`config.mk`:
```
export PLATFORM = sky130hd
export DESIGN_NAME = bus_watchdog
export DESIGN_NICKNAME = d
export VERILOG_FILES = /design/src/rtl/bus_watchdog.sv
export SDC_FILE = /design/constraint.sdc
export NUM_CORES = 1
export LEC_CHECK = 0
export ABC_AREA = 1
export CAP_MARGIN = 40
export CORE_ASPECT_RATIO = 0.75
export CORE_MARGIN = 2
export CORE_UTILIZATION = 33
export DETAILED_ROUTE_END_ITERATION = 7
export GPL_TIMING_DRIVEN = 0
export HOLD_SLACK_MARGIN = 0.05
export PLACE_DENSITY = 0.86
export SLEW_MARGIN = 10
export SYNTH_ARGS = -nofsm -noshare
export SYNTH_HDL_FRONTEND = slang
export SYNTH_SLANG_ARGS = --single-unit
```
`constraint.sdc`:
```
create_clock -name clk -period 1.4 [get_ports clk]
set_input_delay 0.35 -clock clk [delete_from_list [all_inputs] [get_ports clk]]
set_output_delay 0.35 -clock clk [all_outputs]
set_load 0.01 [all_outputs]
```
`src/rtl/bus_watchdog.sv`:
```
// Bus-transaction watchdog: releases a hung access with a one-cycle synthetic ready and raises a sticky irq.
// Define BUS_WDT_ERR_LOG_EN to build the err_addr / err_rw / err_cnt failure log; otherwise those ports read 0.
module bus_watchdog #(
  parameter int TIMEOUT_CYCLES = 255,
  parameter int CNT_W          = 8,
  parameter int ADDR_W         = 30
) (
  input  logic              clk,
  input  logic              reset,
  input  logic              wdt_en,
  input  logic              bus_as_n,
  input  logic [ADDR_W-1:0] bus_addr,
  input  logic              bus_rw,
  input  logic              slv_rdy_n,
  output logic              wdt_rdy_n,
  output logic              wdt_err,
  output logic              irq,
  input  logic              irq_clr,
  output logic [ADDR_W-1:0] err_addr,
  output logic              err_rw,
  output logic [7:0]        err_cnt
);

  typedef enum logic [1:0] {
    ST_IDLE  = 2'd0,
    ST_WAIT  = 2'd1,
    ST_ABORT = 2'd2
  } state_t;

  localparam logic [CNT_W-1:0] TIMEOUT_VAL = CNT_W'(TIMEOUT_CYCLES);
  localparam logic [CNT_W-1:0] CNT_ONE     = CNT_W'(1);

  state_t           state_reg, state_next;
  logic [CNT_W-1:0] cnt_reg, cnt_next;
  logic             wdt_rdy_n_reg, wdt_rdy_n_next;
  logic             wdt_err_reg, wdt_err_next;
  logic             irq_reg, irq_next;
  logic             abort_fire;

  // State, wait counter and the registered outputs
  always_ff @(posedge clk) begin
    if (reset) begin
      state_reg     <= ST_IDLE;
      cnt_reg       <= '0;
      wdt_rdy_n_reg <= 1'b1;
      wdt_err_reg   <= 1'b0;
      irq_reg       <= 1'b0;
    end else begin
      state_reg     <= state_next;
      cnt_reg       <= cnt_next;
      wdt_rdy_n_reg <= wdt_rdy_n_next;
      wdt_err_reg   <= wdt_err_next;
      irq_reg       <= irq_next;
    end
  end

  always_comb begin
    state_next = state_reg;
    cnt_next   = cnt_reg;
    if (!wdt_en) begin
      // Disabling drops any access in flight, including one about to abort
      state_next = ST_IDLE;
      cnt_next   = '0;
    end else begin
      case (state_reg)
        ST_IDLE: begin
          if (!bus_as_n && slv_rdy_n) begin
            state_next = ST_WAIT;
            cnt_next   = CNT_ONE;
          end
        end
        ST_WAIT: begin
          if (!slv_rdy_n || bus_as_n) begin
            state_next = ST_IDLE;
            cnt_next   = '0;
          end else if (cnt_reg == TIMEOUT_VAL) begin
            state_next = ST_ABORT;
          end else begin
            cnt_next = cnt_reg + CNT_ONE;
          end
        end
        ST_ABORT: begin
          state_next = ST_IDLE;
          cnt_next   = '0;
        end
        default: begin
          state_next = ST_IDLE;
          cnt_next   = '0;
        end
      endcase
    end
  end

  always_comb begin
    abort_fire     = (state_reg == ST_WAIT) && (state_next == ST_ABORT);
    wdt_rdy_n_next = ~abort_fire;
    wdt_err_next   = abort_fire;
    irq_next       = irq_reg;
    // A new abort outranks a clear landing on the same edge
    if (abort_fire) begin
      irq_next = 1'b1;
    end else if (irq_clr) begin
      irq_next = 1'b0;
    end
  end

  assign wdt_rdy_n = wdt_rdy_n_reg;
  assign wdt_err   = wdt_err_reg;
  assign irq       = irq_reg;

`ifdef BUS_WDT_ERR_LOG_EN
  logic [ADDR_W-1:0] err_addr_reg;
  logic              err_rw_reg;
  logic [7:0]        err_cnt_reg;

  always_ff @(posedge clk) begin
    if (reset) begin
      err_addr_reg <= '0;
      err_rw_reg   <= 1'b0;
      err_cnt_reg  <= '0;
    end else if (abort_fire) begin
      err_addr_reg <= bus_addr;
      err_rw_reg   <= bus_rw;
      if (err_cnt_reg != 8'hFF) begin
        err_cnt_reg <= err_cnt_reg + 8'd1;
      end
    end
  end

  assign err_addr = err_addr_reg;
  assign err_rw   = err_rw_reg;
  assign err_cnt  = err_cnt_reg;
`else
  logic unused_log_inputs;
  assign unused_log_inputs = ^{bus_addr, bus_rw};

  assign err_addr = '0;
  assign err_rw   = 1'b0;
  assign err_cnt  = '0;
`endif

endmodule

```
==> results of run 1 <==
[timing repair]
action,in CTS,in global routing
gates resized for setup,3,14
buffers inserted,0,3
pin swaps,0,8
setup endpoints to repair,3,8
[kinds of logic (layout without fill, tap and decap cells)]
| group | after synthesis | count (layout) | synth area share, % |
|---|---|---|---|
| xor gates and xnor gates | 1 | 1 | 0.8654 |
| other | 1 | 39 | 0.3705 |
| AOI/OAI and AO/OA | 8 | 8 | 4.327 |
| and+or+nand+nor | 63 | 63 | 31.89 |
| DFF | 13 | 13 | 25.71 |
| adders and majority gates | 1 | 1 | 1.236 |
| buffers and inverters | 57 | 72 | 35.60 |
[layer usage]
| layer | global-route usage, % | share of wire (%) | vias to the layer above |
|---|---|---|---|
| li1 | - | - | 470 |
| met1 | 13.80 | 41 | 350 |
| met2 | 16.18 | 51 | 27 |
| met3 | 2.597 | 6.4 | 4 |
| met4 | 4.000 | 1.3 | 0 |
| met5 | 0 | 0 | - |
[synthesized netlist by cell type, types with 2 or more instances]
library cell and n:
nand2_4 2, a21oi_1 6, nand3_1 9, buf_4 39
nand2_1 28, dfxtp_1 13, nand2_2 3, nor2_1 12
inv_1 12, inv_2 5, nand3b_1 2, nor2_4 2
[through the flow]
| stage | power [mW] | setup TNS [ns] | utilization [%] | hold WS [ns] |
|---|---|---|---|---|
| 4_1_cts | 0.9108 | 0 | 45.14 | 0.4734 |
| 6_report | 0.9133 | 0 | 47.36 | 0.4729 |
| 3_5_place_dp | 0.5660 | -2.216 | 43.69 | 0.4661 |
| 5_1_grt | 0.9592 | -0.003102 | 47.36 | 0.5241 |
| 3_3_place_gp | 0.5648 | -1.928 | 43.69 | 0.4587 |
| 2_1_floorplan | 0.5434 | 0 | - | 0.4654 |
[worst reg2reg max path, delay by kind of cell, from the launching register on]
family                     cells  cell delay [ns]
AOI/OAI and AO/OA              1             0.13
DFF                            1             0.36
and+or+nand+nor                5             0.60
adders and majority gates      1             0.16
[power groups by stage]
| stage | Combinational, mW | Sequential (mW) | Clock, mW |
|---|---|---|---|
| floorplan | 0.160 | 0.383 | 0 |
| global placement | 0.181 | 0.384 | 0 |
| detailed placement | 0.182 | 0.384 | 0 |
| CTS | 0.182 | 0.376 | 0.353 |
| global route | 0.214 | 0.378 | 0.367 |
| finish | 0.193 | 0.378 | 0.342 |
[cell type report]
cell class	count	area [um^2]
Fill cell	288	1545
Clock buffer	3	41.29
Buffer	39	292.8
Timing Repair Buffer	11	107.6
Inverter	18	67.56
Sequential cell	13	262.8
Clock inverter	1	5.005
Tap cell	38	47.55
Multi-Input combinational cell	112	565.5
[final timing paths]
path	startpoint	to	slack, ns	depth (start not counted)
worst max-delay path	cnt_reg[1]	cnt_reg[6]	0.09	7
worst min-delay path	irq	irq	0.47	2
worst min register to register	irq	irq	0.47	2
worst max register to register	cnt_reg[1]	cnt_reg[6]	0.09	7
==> reports/metrics.csv, run 1 <==
stage,metric,value,unit
critical_path,max_stage_delay,0.36,ns
critical_path,critPathBufInv,0,
yosys,avgSynthCellArea,7.029,um^2
die,fp.dieArea,3531,um^2
final_layout,stdcell_area,1390,um^2
sta,setup_viol,0,
yosys,ys_warn_count,0,
yosys,yosys-top-cells-area,"buf_4 29%, dfxtp_1 26%, nand2_1 10%",
final_layout,antenna_cells,0,
power,p_clk_share,37.5,%
power,p_comb_share,21.1,%
hold_path,hold_class,reg2reg,
power,intPower,668.0,uW
global_route,grt_usage,10.42,%
critical_path,critPathMaxFanout,7,
final_layout,layout.nets,236,
yosys,seq_area_frac_synth,25.71,%
final_layout,syn_to_final_growth,37.33,%
global_route,grt_pass1_wl,2794,um
routing,first_iter_violations,23,
critical_path,end_kind,flop,
clock_tree,cts_tree,done,
yosys,synthFlopType,dfxtp_1,
critical_path,arrival,1.49,ns
critical_path,cp_common_cell,nand2_4,
power,switching_power,245.3,uW
clock_tree,cts.sinks,13,
power,share_seq_of_total_power,41.4,%
power,peakVddDrop,0.0005056,V
final_layout,fin_cells,235,
place,placed_area,1282,um^2
routing,first_pass_iters,4,
clock_tree,clk_pin_slew,0.06,ns
clock_tree,holdBufCountCts,0,
final_layout,drive_gt1_share,36.55,%
routing,drc_errors,0,
global_route,gr-total-overflow,0,
yosys,synthCells,144,
sta,fin_crit,1.311,ns
critical_path,start_kind,flop,
global_route,first_global_vias,662,
critical_path,cp_slowest_cell,dfxtp_2,
die,die_y,51.97,um
routing,postRouteAntennaNets,0,
yosys,synth-edff-count,0,
die,core_area,2935,um^2
clock_tree,htree_num_levels,1,
routing,num_vias,851,
final_layout,final_cell_mix,"41 x buf_4, 39 x conb_1, 25 x nand2_1",
clock_tree,numCtsBuffers,3,
power,p_sw_share,26.86,%
place,io_buffers,8,
sta,finClkSkew,0.002897,ns
die,die_w,67.95,um
place,place_congestion,0.8084,
run,max_cap_violations,0,
sta,min_period_over_period,93.63,%
clock_tree,root_buffer,clkbuf_8,
routing,viasPerCell,3.621,
sta,final.setup.worst_slack,0.08918,ns
yosys,synth_area,1012,um^2
critical_path,critPathRequiredTime,1.58,ns
routing,wl_per_cell,8.136,um
sta,maxSlewViolCount,0,
critical_path,crit_family,simple AND/OR/NAND/NOR gates,
yosys,synth_top_cell_by_area,buf_4,
final_layout,layout_commonest_cell,buf_4,
final_layout,largest_reg_flops,8,
clock_tree,clk_latency,0.25,ns
die,start_util,34.48,%
yosys,ys_types,23,
power,cellPowerDensity,657.0,nW/um^2
sta,max_freq,0.7629,GHz
routing,drt-total-wl,1912,um
place,placed_cells,228,
die,io_pins,79,
clock_tree,clk_path_buf_depth,2,
die,rows,17,
global_route,antenna_found_initial,0,
critical_path,worstPathCellList,"ha_4, nand3_2, nor2_4, nand2_4, nand2_4, nand2_2, a21oi_2",
yosys,async_flop_share,0,%
power,p_leak,0.7709,nW
yosys,yosys_register_bits,13,
yosys,synth_top_area_share,28.92,%
sta,final_hold_viol_count,0,
global_route,grt_start_max_net_pins,9,
status,status,"complete, no violations",
critical_path,critPathKind,reg2reg,
place,place_ws,-0.2399,ns
place,dp_hpwl,1363,um
(Power assumes the default switching activity.)
==> run 2, diff against run 1 <==
--- a/config.mk
+++ b/config.mk
@@ -10,11 +10,12 @@
 export CORE_ASPECT_RATIO = 0.75
 export CORE_MARGIN = 2
 export CORE_UTILIZATION = 33
+export CTS_BUF_LIST = sky130_fd_sc_hd__clkbuf_16
 export DETAILED_ROUTE_END_ITERATION = 7
 export GPL_TIMING_DRIVEN = 0
 export HOLD_SLACK_MARGIN = 0.05
 export PLACE_DENSITY = 0.86
-export SLEW_MARGIN = 10
+export SLEW_MARGIN = 20
 export SYNTH_ARGS = -nofsm -noshare
 export SYNTH_HDL_FRONTEND = slang
 export SYNTH_SLANG_ARGS = --single-unit
==> reports/metrics.csv, run 2 (synthesis results as in run 1) <==
stage,metric,value,unit
sta,final.setup.worst_slack,0.06443,ns
clock_tree,htree_num_levels,1,
sta,setup_viol,0,
clock_tree,numCtsBuffers,3,
clock_tree,cts.sinks,13,
clock_tree,cts_tree,done,
sta,tns,0,ns
status,status,"complete, no violations",
final_layout,layout_commonest_cell,buf_4,
clock_tree,root_buffer,clkbuf_16,
power,cellPowerDensity,780.7,nW/um^2
sta,hold_ws,0.4700,ns
critical_path,worstPathCellList,"ha_4, nand3_4, nor2_4, nand2_4, nand2_4, nand2_2, a21oi_2",
critical_path,critPathMaxFanout,7,
place,dp_hpwl,1363,um
run,max_cap_violations,0,
final_layout,largest_reg_flops,8,
die,start_util,34.48,%
critical_path,end_kind,flop,
global_route,gr-total-overflow,0,
sta,min_period_over_period,95.40,%
final_layout,antenna_cells,0,
critical_path,crit_path_start,cnt_reg[1],
final_layout,layout.nets,236,
critical_path,arrival,1.51,ns
place,place_congestion,0.8084,
routing,drt-total-wl,2002,um
final_layout,drive_gt1_share,36.04,%
global_route,grt_start_max_net_pins,9,
die,io_pins,79,
routing,postRouteAntennaNets,0,
clock_tree,clk_path_buf_depth,2,
die,die_y,51.97,um
power,peakVddDrop,0.0008227,V
clock_tree,clk_latency,0.24,ns
final_layout,fin_util,48.72,%
sta,finClkSkew,0.001646,ns
routing,viasPerCell,3.702,
final_layout,syn_to_final_growth,41.29,%
sta,max_freq,0.7487,GHz
die,fp.dieArea,3531,um^2
final_layout,final_cell_mix,"41 x buf_4, 39 x conb_1, 25 x nand2_1",
sta,maxSlewViolCount,0,
critical_path,cp_common_cell,nand2_4,
global_route,first_global_vias,668,
global_route,grt_pass1_wl,2842,um
routing,first_iter_violations,22,
final_layout,regArea,261.5,um^2
die,core_area,2935,um^2
critical_path,critPathBufInv,0,
critical_path,critPathRequiredTime,1.58,ns
global_route,grt_usage,10.65,%
place,io_buffers,8,
critical_path,crit_family,simple AND/OR/NAND/NOR gates,
sta,fin_crit,1.336,ns
critical_path,critPathKind,reg2reg,
final_layout,stdcell_area,1430,um^2
clock_tree,holdBufCountCts,0,
critical_path,start_kind,flop,
routing,num_vias,870,
final_layout,multi_input_area,573.1,um^2
place,place_ws,-0.2399,ns
place,placed_area,1282,um^2
power,p_leak,0.7859,nW
die,die_w,67.95,um
hold_path,hold_start,irq,
critical_path,r2r_start,cnt_reg[1],
sta,final_hold_viol_count,0,
die,rows,17,
clock_tree,clk_pin_slew,0.04,ns
critical_path,cp_slowest_cell,dfxtp_1,
final_layout,fillers,278,
routing,wl_per_cell,8.519,um
routing,drc_errors,0,
routing,first_pass_iters,4,
hold_path,hold_class,reg2reg,
global_route,antenna_found_initial,0,
critical_path,max_stage_delay,0.39,ns
==> run 2: worst min-delay path, stage by stage (launching register included) <==
cell	delay, ns
dfxtp_1	0.30
nand3b_1	0.07
nand2_1	0.05
==> run 2: worst paths after layout <==
| path | endpoint | slack [ns] | depth (start not counted) |
|---|---|---|---|
| setup / recovery | cnt_reg[6] | 0.06 | 7 |
| setup reg to reg | cnt_reg[6] | 0.06 | 7 |
| hold / removal | irq | 0.47 | 2 |
| hold reg to reg | irq | 0.47 | 2 |
==> run 2: repair_timing <==
action / in CTS / in global routing
setup buffers: 0 / 3
endpoints found under the setup margin: 3 / 8
pin swaps: 0 / 7
gates resized for setup: 3 / 14
==> run 2: per-stage QoR <==
step	cells	power [mW]
finish	235	1.116
global route	235	1.166
CTS	232	1.115
global placement	228	0.5648
floorplan	182	0.5434
detailed placement	228	0.5660
==> run 2: final cells by class <==
class | instances | share of cell area [%]
buffer | 39 | 20.47
sequential | 13 | 18.29
clock buffer | 3 | 5.249
clock inverter | 1 | 0.3500
timing repair buffer | 11 | 7.524
inverter | 18 | 4.724
tap | 38 | 3.325
multi-input combinational | 112 | 40.07
==> run 2: power breakdown <==
part | internal (mW) | total, mW | switching (mW)
Sequential | 0.375 | 0.379 | 0.00414
Clock | 0.380 | 0.544 | 0.164
Combinational | 0.0974 | 0.194 | 0.0964
==> run 2: per-layer routing <==
metal	global-route usage, %	vias to the layer above	wire [um]
li1	-	470	-
met1	14.06	364	814
met2	16.67	32	1043
met3	2.597	4	115
met4	4.000	0	29
met5	0	-	0
==> run 3, diff against run 2 <==
--- a/config.mk
+++ b/config.mk
@@ -15,6 +15,7 @@
 export GPL_TIMING_DRIVEN = 0
 export HOLD_SLACK_MARGIN = 0.05
 export PLACE_DENSITY = 0.86
+export SETUP_SLACK_MARGIN = 0.02
 export SLEW_MARGIN = 20
 export SYNTH_ARGS = -nofsm -noshare
 export SYNTH_HDL_FRONTEND = slang
==> reports/metrics.csv, run 3 (synthesis results as in run 1) <==
stage,metric,value,unit
status,status,"complete, no violations",
sta,finClkSkew,0.002198,ns
power,switching_power,267.5,uW
die,fp.dieArea,3531,um^2
die,rows,17,
clock_tree,htree_num_levels,1,
sta,setup_viol,0,
clock_tree,cts.sinks,13,
critical_path,crit_cells,6,
routing,drt-total-wl,1997,um
place,place_ws,-0.2399,ns
routing,first_pass_iters,4,
final_layout,layout_commonest_cell,buf_4,
final_layout,regArea,262.8,um^2
die,core_area,2935,um^2
critical_path,ff2ff_path_depth,7,
power,share_seq_of_total_power,33.9,%
critical_path,worstPathCellList,"clkdlybuf4s50_1, inv_2, nand2_1, nor2_1, nand3_1, nand2_1",
final_layout,layout.nets,236,
run,max_cap_violations,0,
routing,viasPerCell,3.638,
critical_path,critPathCapture,irq,
final_layout,fillers,281,
critical_path,r2r_start,cnt_reg[0],
global_route,antenna_found_initial,0,
sta,min_period_over_period,92.77,%
power,cellPowerDensity,788.7,nW/um^2
global_route,grt_pass1_wl,2808,um
power,peakVddDrop,0.0007857,V
global_route,gr-total-overflow,0,
die,die_y,51.97,um
critical_path,critPathKind,in2reg,
power,p_sw_share,23.91,%
critical_path,start_kind,primary input,
hold_path,hold_class,reg2reg,
die,io_pins,79,
global_route,grt_start_max_net_pins,9,
clock_tree,cts_tree,done,
sta,fin_crit,1.299,ns
final_layout,drive_gt1_share,35.03,%
sta,final_hold_viol_count,0,
clock_tree,clk_latency,0.25,ns
final_layout,syn_to_final_growth,40.17,%
global_route,first_global_vias,664,
power,intPower,851.5,uW
critical_path,critPathBufInv,2,
sta,max_freq,0.7700,GHz
die,start_util,34.48,%
routing,first_iter_violations,16,
routing,num_vias,855,
clock_tree,numCtsBuffers,3,
critical_path,critPathRequiredTime,1.53,ns
sta,final.setup.worst_slack,0.1013,ns
critical_path,cp_common_cell,nand2_1,
final_layout,largest_reg_flops,8,
clock_tree,holdBufCountCts,0,
final_layout,final_cell_mix,"41 x buf_4, 39 x conb_1, 27 x nand2_1",
sta,hold_ws,0.4700,ns
power,power,1.119,mW
die,die_w,67.95,um
final_layout,multi_input_area,564.3,um^2
final_layout,stdcell_area,1419,um^2
critical_path,r2r-end,cnt_reg[7],
hold_path,hold_path_depth,2,
clock_tree,root_buffer,clkbuf_16,
critical_path,reg2reg_slack,0.10,ns
power,p_comb_share,17.1,%
place,placed_area,1282,um^2
clock_tree,clk_path_buf_depth,2,
critical_path,end_kind,flop,
critical_path,critPathMaxFanout,7,
place,io_buffers,8,
critical_path,cp_slowest_cell,clkdlybuf4s50_1,
routing,wl_per_cell,8.498,um
critical_path,crit_family,simple AND/OR/NAND/NOR gates,
critical_path,max_stage_delay,0.47,ns
routing,drc_errors,0,
final_layout,antenna_cells,0,
sta,maxSlewViolCount,0,
clock_tree,clk_pin_slew,0.05,ns
critical_path,crit_path_start,reset,
critical_path,arrival,1.43,ns
power,p_clk_share,49.1,%
place,place_congestion,0.8084,
routing,postRouteAntennaNets,0,
place,dp_hpwl,1363,um
global_route,grt_usage,10.51,%
power,p_leak,0.7774,nW
## run 3: power by group through the flow
| stage | logic, mW | registers, mW | clock network [mW] |
|---|---|---|---|
| detailed placement | 0.182 | 0.384 | 0 |
| global placement | 0.181 | 0.384 | 0 |
| floorplan | 0.160 | 0.383 | 0 |
| CTS | 0.182 | 0.377 | 0.556 |
| finish | 0.191 | 0.379 | 0.549 |
| global route | 0.212 | 0.379 | 0.573 |
## run 3: final cells by class
class                   count  area share (%)
flip-flops and latches     13           18.52
inverters                  18           4.762
well taps                  38           3.351
multi-input cells         112           39.77
clock inverters             1          0.3527
plain buffers              39           20.63
clock buffers               3           5.291
repair buffers             11           7.319
## run 3: worst min-delay path by stage
stage	start	to
after global placement	irq	irq
after global routing	irq	irq
after detailed placement	irq	irq
after floorplan	cnt_reg[7]	cnt_reg[7]
after CTS	irq	irq
final	irq	irq
## run 3: per-stage QoR
step | instances | utilization [%] | TNS, ns
after floorplan | 182 | - | 0
after global placement | 228 | 43.69 | -1.928
after CTS | 232 | 46.38 | 0
after global routing | 235 | 48.34 | -0.07896
final | 235 | 48.34 | 0
after detailed placement | 228 | 43.69 | -2.216
## run 3: worst min-delay path, delay by kind of cell, from the launching register on
kind | cells | cell delay (ns)
DFF | 1 | 0.30
and+or+nand+nor | 2 | 0.12
## run 3: layer usage
metal | wire length [um] | vias to the layer above | track usage (%)
met4 | 34 | 0 | 4.000
met5 | 0 | - | 0
li1 | - | 469 | -
met2 | 1061 | 27 | 16.67
met3 | 92 | 4 | 2.597
met1 | 808 | 355 | 13.67
## run 3: repair_timing
item | CTS | global route
pin swaps | 2 | 6
setup buffers | 0 | 3
setup endpoints to repair | 6 | 8
resized for setup | 5 | 10
